==> src/rtl/reaction_timer_ctrl.sv <==
// Reaction-timer game sequencer: random stimulus delay, millisecond response timing,
// and active-low seven-segment patterns for the four-digit display multiplexer.
module reaction_timer_ctrl #(
  parameter int          CLKS_PER_MS = 100000,
  parameter int          MIN_WAIT_MS = 2000,
  parameter logic [15:0] LFSR_SEED   = 16'hACE1
) (
  input  logic       clk_i,
  input  logic       rst_i,
  input  logic       start_i,
  input  logic       stop_i,
  input  logic       clear_i,
  output logic       led_o,
  output logic [7:0] in0_o,
  output logic [7:0] in1_o,
  output logic [7:0] in2_o,
  output logic [7:0] in3_o
);

  localparam int              PW        = (CLKS_PER_MS > 2) ? $clog2(CLKS_PER_MS) : 1;
  localparam logic [PW-1:0]   TICK_LAST = PW'(CLKS_PER_MS - 1);
  localparam logic [13:0]     MIN_WAIT  = 14'(MIN_WAIT_MS);

  localparam logic [1:0] ST_IDLE    = 2'd0;
  localparam logic [1:0] ST_WAIT    = 2'd1;
  localparam logic [1:0] ST_MEASURE = 2'd2;
  localparam logic [1:0] ST_DONE    = 2'd3;

  logic [1:0]    r_state;
  logic [15:0]   r_lfsr;
  logic [PW-1:0] r_presc;
  logic [13:0]   r_wait;
  logic [13:0]   r_target;
  logic [15:0]   r_bcd;

  logic [1:0]    w_nextState;
  logic [13:0]   w_nextWait;
  logic [13:0]   w_nextTarget;
  logic [15:0]   w_nextBcd;
  logic [15:0]   w_bcdInc;
  logic [13:0]   w_waitInc;
  logic          w_tick;

  assign w_tick    = (r_presc == TICK_LAST);
  assign w_waitInc = r_wait + 14'd1;

  // Four-digit decimal increment with ripple carry; d3 only ever reaches 1 here.
  always_comb begin
    w_bcdInc = r_bcd;
    if (r_bcd[3:0] != 4'd9) begin
      w_bcdInc[3:0] = r_bcd[3:0] + 4'd1;
    end else begin
      w_bcdInc[3:0] = 4'd0;
      if (r_bcd[7:4] != 4'd9) begin
        w_bcdInc[7:4] = r_bcd[7:4] + 4'd1;
      end else begin
        w_bcdInc[7:4] = 4'd0;
        if (r_bcd[11:8] != 4'd9) begin
          w_bcdInc[11:8] = r_bcd[11:8] + 4'd1;
        end else begin
          w_bcdInc[11:8]  = 4'd0;
          w_bcdInc[15:12] = r_bcd[15:12] + 4'd1;
        end
      end
    end
  end

  // Priority: clear, then stop, then tick/target, then start.
  always_comb begin
    w_nextState  = r_state;
    w_nextWait   = r_wait;
    w_nextTarget = r_target;
    w_nextBcd    = r_bcd;
    case (r_state)
      ST_IDLE: begin
        if (start_i) begin
          w_nextState  = ST_WAIT;
          w_nextTarget = MIN_WAIT + {2'b00, r_lfsr[11:0]};
          w_nextWait   = 14'd0;
        end
      end
      ST_WAIT: begin
        if (clear_i) begin
          w_nextState = ST_IDLE;
        end else if (stop_i) begin
          w_nextState = ST_DONE;
          w_nextBcd   = 16'h9999;
        end else if (w_tick) begin
          w_nextWait = w_waitInc;
          if (w_waitInc == r_target) begin
            w_nextState = ST_MEASURE;
            w_nextBcd   = 16'h0000;
          end
        end
      end
      ST_MEASURE: begin
        if (clear_i) begin
          w_nextState = ST_IDLE;
        end else if (stop_i) begin
          w_nextState = ST_DONE;
        end else if (w_tick) begin
          w_nextBcd = w_bcdInc;
          if (w_bcdInc == 16'h1000) begin
            w_nextState = ST_DONE;
          end
        end
      end
      ST_DONE: begin
        if (clear_i) begin
          w_nextState = ST_IDLE;
        end
      end
      default: w_nextState = ST_IDLE;
    endcase
  end

  // The prescaler restarts on every state entry so WAIT and MEASURE begin on a full millisecond.
  always_ff @(posedge clk_i or negedge rst_i) begin
    if (!rst_i) begin
      r_state  <= ST_IDLE;
      r_lfsr   <= LFSR_SEED;
      r_presc  <= '0;
      r_wait   <= 14'd0;
      r_target <= 14'd0;
      r_bcd    <= 16'h0000;
    end else begin
      r_state  <= w_nextState;
      r_lfsr   <= {r_lfsr[14:0], r_lfsr[15] ^ r_lfsr[13] ^ r_lfsr[12] ^ r_lfsr[10]};
      r_wait   <= w_nextWait;
      r_target <= w_nextTarget;
      r_bcd    <= w_nextBcd;
      if ((w_nextState != r_state) || w_tick) begin
        r_presc <= '0;
      end else begin
        r_presc <= r_presc + 1'b1;
      end
    end
  end

  function automatic logic [7:0] segOf(input logic [3:0] digit);
    case (digit)
      4'd0:    segOf = 8'hC0;
      4'd1:    segOf = 8'hF9;
      4'd2:    segOf = 8'hA4;
      4'd3:    segOf = 8'hB0;
      4'd4:    segOf = 8'h99;
      4'd5:    segOf = 8'h92;
      4'd6:    segOf = 8'h82;
      4'd7:    segOf = 8'hF8;
      4'd8:    segOf = 8'h80;
      4'd9:    segOf = 8'h90;
      default: segOf = 8'hFF;
    endcase
  endfunction

  always_comb begin
    led_o = (r_state == ST_MEASURE);
    in3_o = 8'hFF;
    in2_o = 8'hFF;
    in1_o = 8'hFF;
    in0_o = 8'hFF;
    case (r_state)
      ST_IDLE: begin
        in1_o = 8'h89;
        in0_o = 8'hF9;
      end
      ST_MEASURE, ST_DONE: begin
        in3_o = segOf(r_bcd[15:12]) & 8'h7F;
        in2_o = segOf(r_bcd[11:8]);
        in1_o = segOf(r_bcd[7:4]);
        in0_o = segOf(r_bcd[3:0]);
      end
      default: ;
    endcase
  end

endmodule

==> config.mk <==
export PLATFORM = sky130hd
export DESIGN_NAME = reaction_timer_ctrl
export DESIGN_NICKNAME = d
export VERILOG_FILES = /design/src/rtl/reaction_timer_ctrl.sv
export SDC_FILE = /design/constraint.sdc
export NUM_CORES = 1
export LEC_CHECK = 0
export ABC_CLOCK_PERIOD_IN_PS = 4700
export CORE_MARGIN = 5
export CORE_UTILIZATION = 60
export CTS_CLUSTER_DIAMETER = 40
export DETAILED_ROUTE_END_ITERATION = 10
export PLACE_DENSITY = 0.79
export SKIP_CTS_REPAIR_TIMING = 1
export SYNTH_ARGS = -nofsm -noshare
export SYNTH_HDL_FRONTEND = slang
export SYNTH_SLANG_ARGS = --single-unit
==> constraint.sdc <==
create_clock -name clk_i -period 4.7 [get_ports clk_i]
set_input_delay 1.175 -clock clk_i [delete_from_list [all_inputs] [get_ports clk_i]]
set_output_delay 1.175 -clock clk_i [all_outputs]
set_load 0.01 [all_outputs]
==> Yosys cells after proc, flatten, opt, wreduce, memory -nomap -nowiden <==
Memories as Yosys holds them, arrays and structs flattened.
Cells that the tools add are included.
{ "word_totals": {"ff_bits": 79, "latch_bits": 0, "elab_cells": 82, "memories": 4, "romBits": 448, "mem_bits_rw": 0, "output_inout_bits": 33} }
{ "memory_table": {"columns": ["memory", "words", "width", "rd", "rd_clocked_by_memory_dff", "write_ports", "line_no", "source"], "rows": [
  ["(no name shown)", 16, 7, 1, 0, 0, "141", "case (digit)"],
  ["(no name shown)", 16, 7, 1, 0, 0, "141", null],
  ["(no name shown)", 16, 7, 1, 0, 0, "141", null],
  ["(no name shown)", 16, 7, 1, 0, 0, "141", null]
]} }
{ "op_classes": {"bitwise_logic": 3, "n_eq_ne": 19, "multipliers": 0, "order_cmp": 0, "muxes": 35, "n_div": 0, "addsub": 7, "n_reduce_logical": 8, "shift": 0} }
{ "op_table": {"columns": ["operator", "count"], "rows": [
  ["$mux W16", 7],
  ["$mux W14", 4],
  ["$pmux W16 S2", 1],
  ["$pmux W8 S2", 2],
  ["$pmux W14 S2", 1],
  ["$mux W8", 3],
  ["$mux W2", 10],
  ["$add A17 B1 Y17 const B", 1],
  ["$eq A17 B17 Y1 const B", 1],
  ["$mux W17", 1],
  ["$add A4 B1 Y4 const B", 4],
  ["$eq A16 B13 Y1 const B", 1],
  ["$mux W4", 4],
  ["$add A14 B1 Y14 const B", 1],
  ["$eq A14 B14 Y1", 1],
  ["$add A11 B12 Y13 const A", 1],
  ["$mux W12", 1],
  ["$ne A2 B2 Y1 const B", 6],
  ["$ne A4 B4 Y1 const B", 3],
  ["$pmux W2 S4", 1],
  ["$reduce_and A7 Y1", 1],
  ["$ne A3 B3 Y1 const B", 2],
  ["$reduce_and A5 Y1", 1],
  ["$eq A2 B2 Y1 const B", 2],
  ["9 further kinds", 12]
]} }

==> Longest topological paths before layout <==
Gate-level depths: netlist of run 1.
{ "depth": {"depth_word": 13, "depth_mapped": 12, "mapped_depth_nobuf": 10} }

==> Worst setup path after synthesis of run 1 <==
OpenSTA, ideal clock, no wires.
{ "synth_timing": {"kind": "input to register", "start": "input port stop_i", "end": "register r_bcd[10]", "required_time_ns": 4.565, "path_stages": 9, "t_arrival_ns": 2.755, "path_slack_ns": 1.810, "path_cell_list": "clkbuf_1 or3_1 or3_1 buf_1 nand2_1 a21oi_2 buf_2 o21ai_0 o41ai_2"} }
{ "synth_via": {"elab_chain_len": 3} }
{ "synth_rtl": {"columns": ["element", "line_no", "source"], "rows": [
  ["from (decl)", "11", "input logic stop_i,"],
  ["$mux W16", "85", "end else if (stop_i) begin"],
  ["$mux W16", "83", "if (clear_i) begin"],
  ["$pmux W16 S2", "74", "case (r_state)"],
  ["to (signal assigned)", "131", "r_bcd <= w_nextBcd;"],
  ["to (decl)", "34", "logic [15:0] r_bcd;"]
]} }
Parallel ways exist; a longest one is shown, timed or not. The select of a mux whose other input is x is not followed.
A chain may end at the register's enable or synchronous reset.

==> Worst setup path after layout of run 1 <==
{ "layout_timing": {"start": "register r_state[1]", "end": "output port led_o"} }
{ "layout_via": {"elab_chain_len": 1} }
{ "layout_rtl": {"columns": ["element", "line_no", "source"], "rows": [
  ["from (decl)", "29", "logic [1:0] r_state;"],
  ["from (signal assigned)", "127", "r_state <= w_nextState;"],
  ["$eq A2 B2 Y1", "157", "led_o = (r_state == ST_MEASURE);"],
  ["to (decl)", "13", "output logic led_o,"]
]} }
Every way passes these cells.

==> results.ini, run 1 <==
[status]
status=complete, no violations

[power_and_ir_drop]
p_seq_frac=0.361
powerDensity_nw_per_um2=460
p_leak_uw=0.00238
pwr-share-comb=0.444
p_clk_frac=0.195
power.switching_uw=1120
p_int_uw=1510
swShare=0.426
vdd_drop_max_mv=0.243

[timing]
maxSlewHeadroom=0.352
setup_violations=0
fin_crit_sh=0.807
finalSetupTns_ns=0
hold_ws_ns=0.357
fin_crit_ns=3.79
rsz0062_at_grt=false
max_freq_ghz=0.264
finalHoldViolCount=0
fin_ws_ns=0.909
fin_skew_ns=0.00916
slew_violations=0
worst_pin_slew_ns=0.973

[synth]
yosysUniqueCellTypes=67
synth_cells=615
ys_warn_count=0
synth-seq-cells=78
synth-edff-count=0
ys_seq_area_frac=0.377
ys.flop_type=dfrtp_1
syn_avg_cell_area_um2=8.47
syn_area_um2=5210
synthArstFlopShare=1.00

[die]
start_util=0.606
chipHeight_um=103
core_um2=8590
ioPinCount=38
rows=34
die_area_um2=10600
die_w_um=103

[global_route]
antenna_found_initial=0
use_met1=0.306
grt_use_met2=0.417
grt.overflow.total=0
grt_pass1_vias=4403
grt-busiest-layer=met2
grtUsageTotal=0.240
grt_max_degree=79
grt_pass1_wl_um=20600
met3_usage=0.0302

[layout]
layout_common_cells=nand2_1, dfrtp_1, o21ai_0
final_net_count=656
n_antenna_cell=0
syn2layout_area_growth_pct=10.1
multi_input_area_um2=3000
final_common_cell=nand2_1
n_fill_cell=740
register_area_um2=1960
fin_cells=741
layout-drive-gt1-share=0.0695

[worst_setup_path]
cp.arrival_ns=2.62
critPathRequiredTime_ns=3.52
crit_path_start=r_state[1]
end_kind=primary output
critical_path_class=reg2out
cp_max_fo=30
r2r-end=r_presc[11]
worstSetupStartpointType=flop
worstReg2RegStart=r_bcd[5]
endpoint=led_o
reg2reg_depth=10
r2r_slack_ns=1.29

[placed_design]
gp_congestion=0.892
post-place-ws_ns=1.21
dp.cells=725
port_buffers=34
dp_hpwl_um=8600

[clock_tree]
path_clk_slew_ns=0.09
clock-sinks=78
cts_tree=yes
cts_max_path_buffers=2
cts_buffers=9
insertion_delay_ns=0.35
h-tree-depth=3
cts-root-buf=clkbuf_8

[route]
final_antenna_net_count=0
drt-initial-drc-count=211
drc=0
wl_per_cell_um=16.2
drt_first_pass_iters=5
totalWireLength_um=12000
via_per_inst=6.17
vias=4572

[min_path]
hold_path_class=reg2reg

[job]
drv_cap=0

-- metal layers --
metal,part of all wire,vias up
met5,0,-
met1,0.43,2195
met2,0.50,140
met3,0.049,27
met4,0.021,0
li1,-,2210
-- area by class of cell --
cell class / instances / share of cell area
Tap cell: 108 / 0.0236
Inverter: 23 / 0.0151
Multi-Input combinational cell: 480 / 0.524
Clock inverter: 6 / 0.0120
Timing Repair Buffer: 36 / 0.0615
Clock buffer: 10 / 0.0223
Sequential cell: 78 / 0.342
-- Yosys cell counts, types with 5 or more instances --
cell,instances,area (µm²)
a21oi_1,39,195
and3_1,6,37.5
buf_2,7,35.0
clkbuf_1,22,82.6
dfrtp_1,70,1750
dfstp_2,8,210
ha_1,23,288
inv_1,22,82.6
nand2_1,71,267
nand2b_1,18,113
nand3_1,23,115
nand4_1,12,75.1
nor2_1,48,180
nor3_1,24,120
nor4_1,5,31.3
o211ai_1,5,37.5
o21ai_0,57,285
o22ai_1,5,31.3
o31ai_1,17,128
xnor2_1,24,210
xor2_1,17,149
-- how the worst min path moves through the flow --
stage / startpoint / end / slack, ns / cells past startpoint
6_report: r_lfsr[14] / r_lfsr[15] / 0.36 / 0
2_1_floorplan: r_lfsr[14] / r_lfsr[15] / 0.33 / 0
3_3_place_gp: r_lfsr[14] / r_lfsr[15] / 0.33 / 0
4_1_cts: r_lfsr[14] / r_lfsr[15] / 0.36 / 0
3_5_place_dp: r_lfsr[14] / r_lfsr[15] / 0.35 / 0
5_1_grt: r_lfsr[14] / r_lfsr[15] / 0.37 / 0
-- cells by family (layout without fill, tap and decap cells) --
logic type,Yosys count,in the layout,share of synthesized area
and+or+nand+nor,248,248,0.248
AOI/OAI and AO/OA,163,163,0.198
DFF,78,78,0.377
buffers and inverters,59,75,0.0485
xor gates and xnor gates,41,41,0.0689
adders and majority gates,23,23,0.0552
muxes,2,2,0.00384
other,1,3,0.000720
-- power by group through the flow --
| stage | Sequential, µW | Clock [µW] | Combinational [µW] |
|---|---|---|---|
| 2_1_floorplan | 867 | 0 | 864 |
| 6_report | 952 | 515 | 1170 |
| 5_1_grt | 977 | 555 | 1300 |
| 3_5_place_dp | 962 | 0 | 1160 |
| 4_1_cts | 948 | 523 | 1170 |
| 3_3_place_gp | 959 | 0 | 1130 |
-- per-stage QoR --
stage	util	power, µW	instance area, µm²
after floorplan	-	1730	5220
after global placement	0.645	2090	5540
after detailed placement	0.645	2120	5540
after CTS	0.667	2640	5740
after global routing	0.667	2830	5740
final	0.667	2640	5740
-- sequential cells by signal, summed over array words and instances (netlist names) --
name      cells
r_lfsr       16
r_wait       14
r_target     13
r_state       2
r_presc      17
r_bcd        16
-- worst max-delay path, stage by stage, from the launching register on --
cell and delay, ns:
dfrtp_1 0.90, nand2_1 0.47, inv_1 0.30, clkdlybuf4s50_1 0.58
(Power assumes the default switching activity.)
==> run 2, diff against run 1 <==
- ABC_CLOCK_PERIOD_IN_PS: 4700 -> 3200
- CORE_UTILIZATION: 60 -> 54
- PLACE_DENSITY: 0.79 -> 0.75
- clock period: 4.7 -> 3.2 ns (I/O delays scaled with it)
==> run 2 against run 1 <==
Non-clock buffer count grew 14. Die area grew 10%. Clock skew grew 0.0012 ns. Register-to-register slack lost 0.98 ns. Power grew 50%. Largest power group unchanged. Highest routed layer unchanged.
==> results.ini, run 2 (synthesis gave the netlist of run 1 again) <==
[worst_setup_path]
critical_path_class=reg2out
worstSetupStartpointType=flop
cp.arrival_ns=2.25  ; -0.37 ns
crit_path_start=r_bcd[5]
r2r-end=r_presc[7]
cp_max_fo=6  ; -80%
r2r_slack_ns=0.31  ; -0.98 ns
worstReg2RegStart=r_bcd[1]
endpoint=in1_o[3]
end_kind=primary output
critPathRequiredTime_ns=2.40  ; -1.12 ns
reg2reg_depth=11  ; +1

[layout]
register_area_um2=1960  ; +0.13%
final_net_count=670  ; +2.1%
multi_input_area_um2=3020  ; +0.54%
layout-drive-gt1-share=0.0974  ; +0.0279
top_regs=r_presc: 17 flops, r_bcd: 16 flops, r_lfsr: 16 flops
n_antenna_cell=0  ; unchanged
n_fill_cell=799  ; +8.0%
largest_reg_flops=17  ; unchanged
final_common_cell=nand2_1
syn2layout_area_growth_pct=13.1
layout_common_cells=nand2_1, dfrtp_1, o21ai_0
top_register=r_presc

[global_route]
grt_use_met2=0.317  ; -0.100
grtUsageTotal=0.215  ; -0.0253
grt_pass1_vias=4115  ; -6.5%
antenna_found_initial=0  ; unchanged
grt.overflow.total=0  ; unchanged
met3_usage=0.0352  ; +0.00504
use_met1=0.320  ; +0.0136
grt_max_degree=79  ; unchanged
grt_pass1_wl_um=20300  ; -1.5%
grt-busiest-layer=met1

[placed_design]
post-place-ws_ns=0.186  ; -1.03 ns
port_buffers=34  ; unchanged
dp_hpwl_um=8590  ; -0.13%
gp_congestion=0.891  ; -0.16%

[timing]
rsz0062_at_grt=false
fin_crit_sh=0.953
finalSetupTns_ns=0  ; unchanged
setup_violations=0  ; unchanged
max_freq_ghz=0.328
fin_ws_ns=0.151  ; -0.759 ns
maxSlewHeadroom=0.361  ; +0.00930
worst_pin_slew_ns=0.959  ; -0.0139 ns
slew_violations=0  ; unchanged
fin_skew_ns=0.0103  ; +0.00116 ns
finalHoldViolCount=0  ; unchanged
fin_crit_ns=3.05

[clock_tree]
cts-root-buf=clkbuf_8
clock-sinks=78  ; unchanged
cts_max_path_buffers=2  ; unchanged
cts_buffers=9  ; unchanged
insertion_delay_ns=0.36  ; about the same
cts_tree=yes
h-tree-depth=3  ; unchanged
path_clk_slew_ns=0.09  ; about the same

[power_and_ir_drop]
finalPower_uw=3950  ; +50%
powerDensity_nw_per_um2=671  ; +46%
p_leak_uw=0.00245  ; +3.1%
vdd_drop_max_mv=0.494  ; +100%

[die]
core_um2=9330  ; +8.5%
die_area_um2=11700  ; +10%
rows=35  ; +2.9%
start_util=0.559  ; -0.0477
chipHeight_um=108  ; +4.9%
die_w_um=108  ; +4.9%
ioPinCount=38  ; unchanged

[min_path]
hold_depth=0  ; unchanged
hold_path_class=reg2reg

[job]
drv_cap=0  ; unchanged

[route]
wl_per_cell_um=15.7  ; -2.8%
drt_first_pass_iters=6  ; +1
via_per_inst=5.93  ; -3.9%
final_antenna_net_count=0  ; unchanged
vias=4602  ; +0.66%
drc=0  ; unchanged
drt-initial-drc-count=269  ; +27%
totalWireLength_um=12200  ; +1.8%

[status]
status=complete, no violations

[run 2: power by group]
part	switching [µW]	total, µW	internal (µW)
registers	261	1370	1110
clock network	393	763	370
logic	1030	1820	788
total	1680	3950	2270
[run 2: area by class of cell]
class | instances | area share
clock buffer | 9 | 0.0210
multi-input combinational | 480 | 0.512
inverter | 23 | 0.0147
clock inverter | 7 | 0.0134
timing repair buffer | 50 | 0.0777
sequential | 78 | 0.333
tap | 129 | 0.0274
[run 2: worst min path at each step]
stage	from	to
after floorplan	r_lfsr[14]	r_lfsr[15]
after global routing	r_lfsr[5]	r_lfsr[6]
after global placement	r_lfsr[14]	r_lfsr[15]
after detailed placement	r_lfsr[14]	r_lfsr[15]
final	r_lfsr[14]	r_lfsr[15]
after CTS	r_lfsr[14]	r_lfsr[15]
[run 2: per-stage QoR]
step / cell area, µm² / util / hold WS (ns) / cells
after floorplan: 5220 / - / 0.333 / 617
after global placement: 5660 / 0.606 / 0.341 / 758
after detailed placement: 5660 / 0.606 / 0.350 / 758
after CTS: 5860 / 0.628 / 0.373 / 774
after global routing: 5890 / 0.632 / 0.387 / 776
final: 5890 / 0.632 / 0.367 / 776
[run 2: critical path, stage by stage (launching register included)]
cell             delay (ns)
dfrtp_2                0.41
inv_1                  0.13
ha_1                   0.25
or2_2                  0.28
a21oi_1                0.20
o21ai_0                0.13
clkdlybuf4s50_1        0.50
[run 2: routing by layer]
layer  wire length (µm)  part of all wire
met3                683             0.056
met5                  0                 0
met2               5450              0.45
met4                155             0.013
met1               5930              0.49
==> run 3, diff against run 2 <==
- GPL_TIMING_DRIVEN: default -> 1
==> results of run 3 <==
Same layout as run 2: the final DEF is identical, and so are final timing and power.
